`config.mk`:
```
export PLATFORM = sky130hd
export DESIGN_NAME = tdm_demux4
export DESIGN_NICKNAME = d
export VERILOG_FILES = /design/src/rtl/tdm_demux_pkg.sv /design/src/rtl/tdm_shift_in.sv /design/src/rtl/tdm_demux4.sv
export SDC_FILE = /design/constraint.sdc
export NUM_CORES = 1
export LEC_CHECK = 0
export BUFFER_PORTS_ARGS = -buffer_cell sky130_fd_sc_hd__buf_2
export CAP_MARGIN = 20
export CELL_PAD_IN_SITES_DETAIL_PLACEMENT = 1
export CELL_PAD_IN_SITES_GLOBAL_PLACEMENT = 2
export CORE_ASPECT_RATIO = 1.4
export CORE_UTILIZATION = 36
export CTS_CLUSTER_SIZE = 28
export DETAILED_ROUTE_END_ITERATION = 16
export PLACE_DENSITY = 0.87
export SLEW_MARGIN = 30
export SYNTH_ARGS = -nofsm -noshare
export SYNTH_HDL_FRONTEND = slang
export SYNTH_HIERARCHICAL = 1
export SYNTH_SLANG_ARGS = --single-unit
```
`constraint.sdc`:
```
create_clock -name clk -period 2.82 [get_ports clk]
set_input_delay 0.564 -clock clk [delete_from_list [all_inputs] [get_ports clk]]
set_output_delay 0.564 -clock clk [all_outputs]
set_load 0.01 [all_outputs]
```
`src/rtl/tdm_demux_pkg.sv`:
```
// Shared types and constants for the 4-channel TDM demultiplexer.
// TDM_DEMUX_PARITY_EN appends an even-parity bit to every slot.
package tdm_demux_pkg;

  typedef enum logic {
    HUNT = 1'b0,
    RUN  = 1'b1
  } state_t;

  localparam int NUM_SLOTS = 4;
  localparam int SLOT_W    = 2;

  // Serial bits per slot, including the trailing parity bit when enabled.
  function automatic int slot_len(input int width);
`ifdef TDM_DEMUX_PARITY_EN
    return width + 1;
`else
    return width;
`endif
  endfunction

endpackage

```
`src/rtl/tdm_shift_in.sv`:
```
// MSB-first serial-to-parallel shifter with restart/clear and running parity.
// Honours TDM_DEMUX_PARITY_EN (trailing parity bit, mismatch flag).
module tdm_shift_in #(
  parameter int WIDTH = 8
) (
  input  logic             clk,
  input  logic             rst_n,
  input  logic             i_clr,
  input  logic             i_shift,
  input  logic             i_restart,
  input  logic             i_sd,
  output logic [WIDTH-1:0] o_word
`ifdef TDM_DEMUX_PARITY_EN
  ,
  output logic             o_par_err
`endif
);

`ifdef TDM_DEMUX_PARITY_EN
  localparam int SR_W = WIDTH;
`else
  // The final payload bit goes straight to the channel, so one less is stored.
  localparam int SR_W = WIDTH - 1;
`endif

  logic [SR_W-1:0] r_sr;

  always_ff @(posedge clk or negedge rst_n) begin
    if (!rst_n) begin
      r_sr <= '0;
    end else if (i_clr) begin
      r_sr <= '0;
    end else if (i_shift) begin
      r_sr <= i_restart ? SR_W'(i_sd) : SR_W'({r_sr, i_sd});
    end
  end

`ifdef TDM_DEMUX_PARITY_EN
  logic r_par;

  always_ff @(posedge clk or negedge rst_n) begin
    if (!rst_n) begin
      r_par <= 1'b0;
    end else if (i_clr) begin
      r_par <= 1'b0;
    end else if (i_shift) begin
      r_par <= i_restart ? i_sd : (r_par ^ i_sd);
    end
  end

  // Sampled while i_sd carries the parity bit; payload already sits in r_sr.
  assign o_word    = r_sr;
  assign o_par_err = r_par ^ i_sd;
`else
  assign o_word = {r_sr, i_sd};
`endif

endmodule

```
`src/rtl/tdm_demux4.sv`:
```
// Four-channel TDM demultiplexer: frame-sync lock FSM, slot counters, channel registers.
// Optional TDM_DEMUX_PARITY_EN adds a per-slot even-parity bit and the perr pulse.
module tdm_demux4
  import tdm_demux_pkg::*;
#(
  parameter int WIDTH = 8
) (
  input  logic             clk,
  input  logic             rst_n,
  input  logic             en,
  input  logic             sd,
  input  logic             fs,
  output logic [WIDTH-1:0] ch0,
  output logic [WIDTH-1:0] ch1,
  output logic [WIDTH-1:0] ch2,
  output logic [WIDTH-1:0] ch3,
  output logic             v0,
  output logic             v1,
  output logic             v2,
  output logic             v3,
  output logic             sel1,
  output logic             sel0,
  output logic             locked,
  output logic             sync_err,
  output logic             perr
);

  localparam int              SLOT_LEN = slot_len(WIDTH);
  localparam int              CNT_W    = $clog2(SLOT_LEN);
  localparam logic [CNT_W-1:0] LAST_BIT = CNT_W'(SLOT_LEN - 1);

  state_t                 r_state;
  logic [CNT_W-1:0]       r_bit;
  logic [SLOT_W-1:0]      r_slot;
  logic [WIDTH-1:0]       r_ch [NUM_SLOTS];
  logic [NUM_SLOTS-1:0]   r_v;
  logic                   r_sync_err;
  logic [WIDTH-1:0]       w_word;
  logic                   w_frame_start;
  logic                   w_miss;
  logic                   w_shift;
  logic                   w_restart;
  logic [SLOT_W-1:0]      w_sel;

  // Slot 0 bit 0 in RUN only ever occurs at a frame boundary, where fs is mandatory.
  assign w_frame_start = (r_state == RUN) && (r_slot == '0) && (r_bit == '0);
  assign w_miss        = en && w_frame_start && !fs;
  assign w_shift       = en && (((r_state == HUNT) && fs) || ((r_state == RUN) && !w_miss));
  assign w_restart     = fs || (r_bit == '0);

`ifdef TDM_DEMUX_PARITY_EN
  logic w_par_err;
  logic r_perr;
`endif

  tdm_shift_in #(.WIDTH(WIDTH)) u_shift (
    .clk       (clk),
    .rst_n     (rst_n),
    .i_clr     (w_miss),
    .i_shift   (w_shift),
    .i_restart (w_restart),
    .i_sd      (sd),
    .o_word    (w_word)
`ifdef TDM_DEMUX_PARITY_EN
    ,
    .o_par_err (w_par_err)
`endif
  );

  always_ff @(posedge clk or negedge rst_n) begin
    if (!rst_n) begin
      r_state    <= HUNT;
      r_bit      <= '0;
      r_slot     <= '0;
      r_v        <= '0;
      r_sync_err <= 1'b0;
      for (int i = 0; i < NUM_SLOTS; i++) r_ch[i] <= '0;
`ifdef TDM_DEMUX_PARITY_EN
      r_perr     <= 1'b0;
`endif
    end else begin
      r_v        <= '0;
      r_sync_err <= 1'b0;
`ifdef TDM_DEMUX_PARITY_EN
      r_perr     <= 1'b0;
`endif
      if (en) begin
        case (r_state)
          HUNT: begin
            if (fs) begin
              r_state <= RUN;
              r_bit   <= CNT_W'(1);
              r_slot  <= '0;
            end
          end
          RUN: begin
            if (w_miss) begin
              r_sync_err <= 1'b1;
              r_state    <= HUNT;
              r_bit      <= '0;
              r_slot     <= '0;
            end else if (fs) begin
              // Misplaced sync abandons the partial word and restarts the frame here.
              if (!w_frame_start) r_sync_err <= 1'b1;
              r_bit  <= CNT_W'(1);
              r_slot <= '0;
            end else if (r_bit == LAST_BIT) begin
              r_ch[r_slot] <= w_word;
              r_v[r_slot]  <= 1'b1;
`ifdef TDM_DEMUX_PARITY_EN
              r_perr       <= w_par_err;
`endif
              r_bit        <= '0;
              r_slot       <= r_slot + 1'b1;
            end else begin
              r_bit <= r_bit + 1'b1;
            end
          end
          default: r_state <= HUNT;
        endcase
      end
    end
  end

  assign w_sel          = (r_state == RUN) ? r_slot : '0;
  assign {sel1, sel0}   = w_sel;
  assign locked         = (r_state == RUN);
  assign sync_err       = r_sync_err;
  assign {v3, v2, v1, v0} = r_v;
  assign ch0            = r_ch[0];
  assign ch1            = r_ch[1];
  assign ch2            = r_ch[2];
  assign ch3            = r_ch[3];
`ifdef TDM_DEMUX_PARITY_EN
  assign perr           = r_perr;
`else
  assign perr           = 1'b0;
`endif

endmodule

```
# Yosys cells after proc, flatten, opt, wreduce, memory -nomap -nowiden
# Cells that the tools add are included.
# W data, S select, Z words.
# word_totals
reg_bits,50
in_bits,5
output_inout_bits,41
word_cells,74
# classes
add_sub_neg,2
magnitude_cmp,4
n_eq_ne,3
n_mux,32
bitwise,4
reduce_logical,19
# ops
operator,n
$bwmux W32,1
$mux W7,3
$mux W4,5
$demux W8 S2,1
$mux W3,4
$mux W2,5
$logic_and A1 B1 Y1,9
$mux W1,8
$mux W8,1
$pmux W3 S2,1
$reduce_and A5 Y1,1
$ne A4 B2 Y1 const B,1
$pmux W2 S2,1
$add A3 B1 Y3 const B,1
$eq A3 B3 Y1 const B,1
$ge A3 B3 Y1 const B,1
$logic_not A3 Y1,1
$lt A2 B3 Y1 const B,1
$lt A3 B1 Y1 const B,1
$not A1 Y1,3
$not A2 Y3,1
$reduce_and A3 Y1,1
$add A2 B1 Y2 const B,1
$demux W1 S2,1
8 further kinds,10

# Longest topological paths before layout
# Gate-level depths: netlist of the first run.
# logic_depth
depth_word,11
ltp_mapped,9
depth_no_buf,7

# Modules after synthesis
# Netlist of the first run, hierarchy kept.
# by_module_without_submodules
mod,n_inst,cells_each,area_per_inst_um2,seq_area_each_um2
tdm_demux4,1,137,1915.6,1076.0
tdm_shift_in,1,22,290.3,175.2

# Least setup slack after synthesis of the first run
# Ideal clock, no wire load.
# synth_timing
kind,register to register
startpoint,register r_slot[0]
endpoint,register u_shift.r_sr[4]
setup_time_ns,0.122
arrival_ns,1.922
required_ns,2.698
slack_ns,0.776
stages_incl_launch_ff,8
n_path_buf,1
period_less_slack_ns,2.044
cell_sequence,dfrtp_1 inv_1 ha_1 nand3b_1 buf_6 nor3_1 nor2_2 a32o_1
# synth_via
elab_chain_cells,10
elab_cells_between_ends,11
cone_classes,1 x mux; 10 x reduce/logical
# synth_rtl
element,line,source
start: declaration,tdm_demux4.sv:34,logic [SLOT_W-1:0] r_slot;
start signal: assignment,tdm_demux4.sv:114,r_slot <= r_slot + 1'b1;
$logic_not A2 Y1 *,tdm_demux4.sv:46,assign w_frame_start = (r_state == RUN) && (r_slot == '0) && (r_bit == '0);
$logic_and A1 B1 Y1 * (2 in series),tdm_demux4.sv:46,
$logic_and A1 B1 Y1 * (2 in series),tdm_demux4.sv:47,assign w_miss = en && w_frame_start && !fs;
named net w_miss,tdm_demux4.sv:40,logic w_miss;
$logic_not A1 Y1,tdm_demux4.sv:48,assign w_shift = en && (((r_state == HUNT) && fs) || ((r_state == RUN) && !w_miss));
$logic_and A1 B1 Y1,tdm_demux4.sv:48,
$logic_or A1 B1 Y1,tdm_demux4.sv:48,
$logic_and A1 B1 Y1,tdm_demux4.sv:48,
$reduce_bool A2 Y1 (no source line),--,
end signal: assignment,tdm_shift_in.sv:34,"r_sr <= i_restart ? SR_W'(i_sd) : SR_W'({r_sr, i_sd});"
end: declaration,tdm_shift_in.sv:26,logic [SR_W-1:0] r_sr;
# The timed path passes the listed nets; every way through them passes the cells marked *.
# A chain may end at the register's enable or synchronous reset.

# Worst setup path in the final report of the first run
# layout_timing
startpoint,register r_slot[0]
endpoint,register u_shift.r_sr[6]
# layout_via
elab_chain_cells,10
elab_cells_between_ends,11
cone_classes,1 x mux; 10 x reduce/logical
# layout_rtl
element,line,source
$logic_not A2 Y1,tdm_demux4.sv:46,
$logic_and A1 B1 Y1 (2 in series),tdm_demux4.sv:46,
$logic_and A1 B1 Y1 (2 in series),tdm_demux4.sv:47,
$logic_not A1 Y1,tdm_demux4.sv:48,
$logic_and A1 B1 Y1,tdm_demux4.sv:48,
$logic_or A1 B1 Y1,tdm_demux4.sv:48,
$logic_and A1 B1 Y1,tdm_demux4.sv:48,
named net w_shift,tdm_demux4.sv:41,logic w_shift;
$reduce_bool A2 Y1 (no source line),--,
# The timed path passes the listed nets, and every way through them passes these cells.

==> results.sh, run 1 <==
export IMPL_die_width_um=68.2
export IMPL_postSynthAreaPerCell_sq_um=13.9
export IMPL_drc=0
export IMPL_reg2reg_slack_ps=600
export IMPL_stdcell_area_sq_mm=0.00259
export IMPL_rsz0062_at_grt="false"
export IMPL_status="finished, final reports clean"
export IMPL_row_count=33
export IMPL_vias=1392
export IMPL_powerDensity_mw_per_mm2=651
export IMPL_worst_path_max_fanout=11
export IMPL_drive_gt1_frac=0.459
export IMPL_grt_pass1_vias=1509
export IMPL_wire_per_inst_um=16.6
export IMPL_post_cts_buffers=0
export IMPL_coreArea_sq_mm=0.00586
export IMPL_ys_flop_type="dfrtp_1"
export IMPL_dieHeight_um=94.6
export IMPL_track_usage=0.163
export IMPL_finalWorstSetupSlack_ps=600
export IMPL_num_antenna_cells=0
export IMPL_htreeDepth=2
export IMPL_worst_r2r_endpoint="u_shift/r_sr[6]"
export IMPL_fin_nets=218
export IMPL_clock_latency_ps=300
export IMPL_synth_cell_types=38
export IMPL_synth_edf_count=0
export IMPL_synthArstFlopShare=1.00
export IMPL_cts_root_buf="clkbuf_8"
export IMPL_cts_buffers=5
export IMPL_post_route_min_period_ps=2220
export IMPL_hold_viol_final=0
export IMPL_drt_initial_drc_count=63
export IMPL_gr_total_overflow=0
export IMPL_hold_slack_ps=103
export IMPL_layout_worst_path_cycle_share=0.787
export IMPL_vias_per_cell=5.03
export IMPL_portBuffers=44
export IMPL_yosysWarnings=6
export IMPL_dpl_cell_area_sq_mm=0.00248
export IMPL_peakVddDrop_uv=318
export IMPL_syn_num_nets=171
export IMPL_p_leak_uw=0.00143
export IMPL_grt_max_degree=27
export IMPL_synth_cells=159
export IMPL_fmax_mhz=450
export IMPL_netlist_area_sq_mm=0.00221
export IMPL_clk_pin_slew_worst_paths_ps=90
export IMPL_place_hpwl_mm=3.39
export IMPL_io_pins=46
export IMPL_fin_tns_setup_ps=0
export IMPL_start_util=0.376
export IMPL_cts_resized=0
export IMPL_final_util=0.442
export IMPL_antenna_found_initial=0
export IMPL_required_ps=3010
export IMPL_maxSlewViolCount=0
export IMPL_cts_buffer_depth=2
export IMPL_r2r_start="r_slot[0]"
export IMPL_area_growth_pct=17.5
export IMPL_place_ws_ps=683
export IMPL_drt_total_wl_mm=4.59
export IMPL_first_pass_iters=4
export IMPL_crit_type="reg2reg"
export IMPL_finalSetupViolations=0
export IMPL_crit_arrival_ps=2410
export IMPL_fin_skew_ps=8.01
export IMPL_tightest_slew_ps=816
export IMPL_dieArea_sq_mm=0.00645
export IMPL_ant_nets=0
export IMPL_setup_worst_path_end_class="register"
export IMPL_max_cap_violations=0
export IMPL_reg2reg_depth=7
export IMPL_ys_ff_latch=50
export IMPL_cts_sinks=50
export IMPL_gp_congestion=0.800
export IMPL_holdCritPathClass="in2async"
export IMPL_n_fill_cell=630
export IMPL_critPathLaunchType="register"
export IMPL_grt_first_pass_wirelength_mm=7.73
export IMPL_slew_headroom=0.455
export IMPL_tritoncts="done"
export IMPL_ctsHoldBuffers=0
export IMPL_seq_area_frac_synth=0.567
## flip-flops by register name, summed over array words and instances (netlist names)
name	cells
sync_err	1
ch2	8
u_shift/r_sr	7
locked	1
r_bit	3
r_v	4
ch3	8
r_slot	2
ch1	8
ch0	8
## area by class of cell
type                            count  area, sq um  share of cell area
Inverter                           10         37.5              0.0145
Tap cell                           70         87.6              0.0338
Sequential cell                    50         1250               0.483
Timing Repair Buffer               48          250              0.0965
Clock inverter                      2         37.5              0.0145
Clock buffer                        6         72.6              0.0280
Multi-Input combinational cell     91          856               0.330
## cell usage in the layout, fill, tap and decap left out, drive strengths merged
cell type	synthesis	final
dfrtp	50	50
buf	6	48
mux2	32	32
inv	10	10
nor2	9	9
ha	7	7
clkbuf	2	6
nand2	4	4
nand3	4	4
a32o	4	4
nand4	3	3
nor3b	3	3
a31o	3	3
a32oi	2	2
nand2b	2	2
nand3b	1	1
nor3	1	1
and4b	1	1
a21oi	1	1
nor2b	1	1
a21o	1	1
and3b	1	1
xnor2	1	1
a22o	1	1
and2	1	1
o22ai	1	1
or3	1	1
o21ai	1	1
a22oi	1	1
o21a	1	1
o311ai	1	1
conb	1	1
clkinvlp	0	1
bufinv	0	1
mux2i	1	1
## cell usage after synthesis (2+ instances only)
library cell,n,area (sq um)
nor3b_1,3,22.5
nand2_1,4,15.0
nand2b_1,2,12.5
clkbuf_1,2,7.51
nand3_4,4,70.1
inv_1,10,37.5
buf_6,3,33.8
a32o_1,4,40.0
a31o_2,3,26.3
buf_4,2,15.0
mux2_2,26,293
nand4_1,3,18.8
ha_1,7,87.6
nor2_1,8,30.0
mux2_4,5,75.1
a32oi_1,2,17.5
dfrtp_1,50,1250
## layer usage
| layer | GRT usage | wire length, um |
|---|---|---|
| met5 | 0 | 0 |
| met4 | 0.0486 | 63 |
| met3 | 0.0302 | 161 |
| met2 | 0.286 | 2450 |
| met1 | 0.197 | 1920 |
## worst max-delay path: stages, from the launching register on
cell	delay (ps)
dfrtp_1	430
inv_1	120
ha_1	270
nand3b_1	130
a21oi_1	90
nor2b_1	660
nor2_1	170
a32o_1	250
## through the flow
step | power, uW | cells
finish | 1690 | 277
global route | 1770 | 277
CTS | 1710 | 277
detailed placement | 1210 | 269
global placement | 1190 | 269
floorplan | 1110 | 159
## logic make-up (layout without fill, tap and decap cells)
family | count (synthesis) | after routing | share of synthesized area
multiplexers | 33 | 33 | 0.176
buffers and inverters | 18 | 66 | 0.0448
flip-flops | 50 | 50 | 0.567
AO/OA/AOI/OAI | 17 | 17 | 0.0635
other | 1 | 1 | 0.00170
XOR/XNOR | 1 | 1 | 0.00397
adder cells (fa/ha/maj) | 7 | 7 | 0.0397
AND/OR/NAND/NOR | 32 | 32 | 0.103
## power by group
group	internal, uW	switching [uW]	total (uW)
Sequential	769	73.0	842
Combinational	136	212	348
Clock	265	233	498
## worst max-delay path by stage
stage          startpoint         endpoint  depth (start not counted)
2_1_floorplan   r_slot[0]  u_shift/r_sr[4]                          7
3_3_place_gp     r_bit[0]           ch0[7]                          5
3_5_place_dp    r_slot[0]  u_shift/r_sr[5]                          7
4_1_cts         r_slot[0]  u_shift/r_sr[5]                          7
5_1_grt         r_slot[0]  u_shift/r_sr[6]                          7
6_report        r_slot[0]  u_shift/r_sr[6]                          7
Power figures use the tool's default switching activity.
==> inputs of run 2 (changes only) <==
Clock period 2.82 ns to 2.2 ns, I/O delays scaled along.
==> run 2 against run 1 <==
Net effect:
- combinational power grew 39%
- clock skew decreased by 5.0 ps
- count of clock-buffer cells in the layout is 1 lower
- register-to-register slack got worse by 390 ps
- sequential cell count stayed put
- routed wire length is 0.67% higher
- die area stayed put
- critical path type unchanged
- largest power group unchanged
- highest routed layer unchanged
==> results.sh, run 2 (same netlist as run 1, synthesis figures left out) <==
export IMPL_hold_slack_ps=233
export IMPL_critPathLaunchType="register"
export IMPL_holdCritPathClass="in2async"
export IMPL_gr_total_overflow=0
export IMPL_final_cell_mix="50 x dfrtp_1, 44 x buf_2, 26 x mux2_2"
export IMPL_crit_arrival_ps=2180
export IMPL_intPower_uw=1520
export IMPL_p_comb_frac=0.220
export IMPL_reg2reg_depth=5
export IMPL_status="finished, final reports clean"
export IMPL_maxSlewViolCount=0
export IMPL_dieArea_sq_mm=0.00645
export IMPL_grt_first_pass_wirelength_mm=7.74
export IMPL_drive_gt1_frac=0.466
export IMPL_multi_input_area_sq_um=856
export IMPL_row_count=33
export IMPL_fin_nets=219
export IMPL_rsz0062_at_grt="false"
export IMPL_tritoncts="done"
export IMPL_p_switching_uw=677
export IMPL_num_antenna_cells=0
export IMPL_htreeDepth=2
export IMPL_hold_viol_final=0
export IMPL_max_cap_violations=0
export IMPL_fin_skew_ps=2.97
export IMPL_coreArea_sq_mm=0.00586
export IMPL_powerDensity_mw_per_mm2=843
export IMPL_final_common_cell="dfrtp_1"
export IMPL_track_usage=0.164
export IMPL_crit_type="reg2reg"
export IMPL_max_stage_delay_ps=470
export IMPL_path_depth=5
export IMPL_post_cts_buffers=0
export IMPL_drc=0
export IMPL_tightest_slew_ps=633
export IMPL_post_route_min_period_ps=1990
export IMPL_finalSetupViolations=0
export IMPL_p_sw_frac=0.309
export IMPL_slew_headroom=0.578
export IMPL_path_cells="ha_1, ha_1, and4b_1, nand3_4, mux2_4"
export IMPL_clk_pin_slew_worst_paths_ps=90
export IMPL_vias=1416
export IMPL_path_buf_inv=0
export IMPL_die_width_um=68.2
export IMPL_crit_family="simple AND/OR/NAND/NOR gates"
export IMPL_cts_sinks=50
export IMPL_place_hpwl_mm=3.27
export IMPL_cts_resized=0
export IMPL_required_ps=2390
export IMPL_first_pass_iters=2
export IMPL_wire_per_inst_um=16.6
export IMPL_grt_max_degree=51
export IMPL_fin_tns_setup_ps=0
export IMPL_clock_latency_ps=300
export IMPL_worst_path_max_fanout=9
export IMPL_cts_root_buf="clkbuf_8"
export IMPL_start_util=0.376
export IMPL_seqPwrFrac=0.483
export IMPL_peakVddDrop_uv=517
export IMPL_antenna_found_initial=0
export IMPL_ant_nets=0
export IMPL_vias_per_cell=5.09
export IMPL_gp_congestion=0.763
export IMPL_portBuffers=44
export IMPL_cp_common_cell="ha_1"
export IMPL_setup_worst_path_end_class="register"
export IMPL_n_fill_cell=631
export IMPL_critical_path_slowest_cell="and4b_1"
export IMPL_cts_buffer_depth=2
export IMPL_ctsHoldBuffers=0
export IMPL_p_leak_uw=0.00145
export IMPL_cts_buffers=5
export IMPL_drt_total_wl_mm=4.62
export IMPL_layout_worst_path_cycle_share=0.903
export IMPL_fmax_mhz=503
export IMPL_io_pins=46
export IMPL_p_clk_frac=0.297
export IMPL_regArea_sq_mm=0.00125
export IMPL_grt_pass1_vias=1513
export IMPL_drt_initial_drc_count=98
export IMPL_dieHeight_um=94.6
export IMPL_area_growth_pct=18.0
==> run 2: cell count changes in the layout (fill, tap and decap cells not counted), sizes merged <==
cell,delta
inv,+1
clkbuf,-1
clkinv,+1
buf,+1
clkinvlp,-1
==> run 2: per-layer routing <==
layer,up-vias,GRT usage,wire (um)
met5,-,0,0
li1,655,-,-
met2,35,0.294,2560
met4,0,0.0417,47
met3,5,0.0423,203
met1,721,0.187,1820
==> run 2: power by group through the flow <==
| stage | combinational, uW | sequential (uW) | clock [uW] |
|---|---|---|---|
| finish | 484 | 1060 | 651 |
| global route | 542 | 1070 | 717 |
| CTS | 491 | 1060 | 674 |
| detailed placement | 489 | 1080 | 0 |
| global placement | 476 | 1070 | 0 |
| floorplan | 360 | 1070 | 0 |
==> run 2: through the flow <==
| step | power, uW | worst slack, ps | util | cell area, sq um | cells |
|---|---|---|---|---|---|
| floorplan | 1430 | 156 | - | 2210 | 159 |
| global placement | 1550 | 269 | 0.425 | 2490 | 270 |
| detailed placement | 1570 | 190 | 0.425 | 2490 | 270 |
| CTS | 2230 | 176 | 0.444 | 2600 | 278 |
| global route | 2330 | 110 | 0.444 | 2600 | 278 |
| finish | 2190 | 213 | 0.444 | 2600 | 278 |
==> run 2: final timing paths <==
check,start,to,slack (ps)
min in group clk,sd,ch2[0],440
max in group asynchronous,rst_n,ch3[4],1540
worst min register to register,ch0[7],ch0[7],500
worst min-delay path,rst_n,r_v[3],230
worst max register to register,r_bit[0],ch1[1],210
worst max-delay path,r_bit[0],ch1[1],210
==> run 2: final cells by class <==
cell class              instances  area share
clock inverters                 3      0.0168
repair buffers                 49      0.0990
inverters                      10      0.0144
well taps                      70      0.0337
multi-input cells              91       0.329
clock buffers                   5      0.0264
flip-flops and latches         50       0.481
==> run 2: worst register-to-register path, cell delays in order (launching register included) <==
cell,delay [ps]
dfrtp_1,400
ha_1,160
ha_1,240
and4b_1,470
nand3_4,250
mux2_4,360
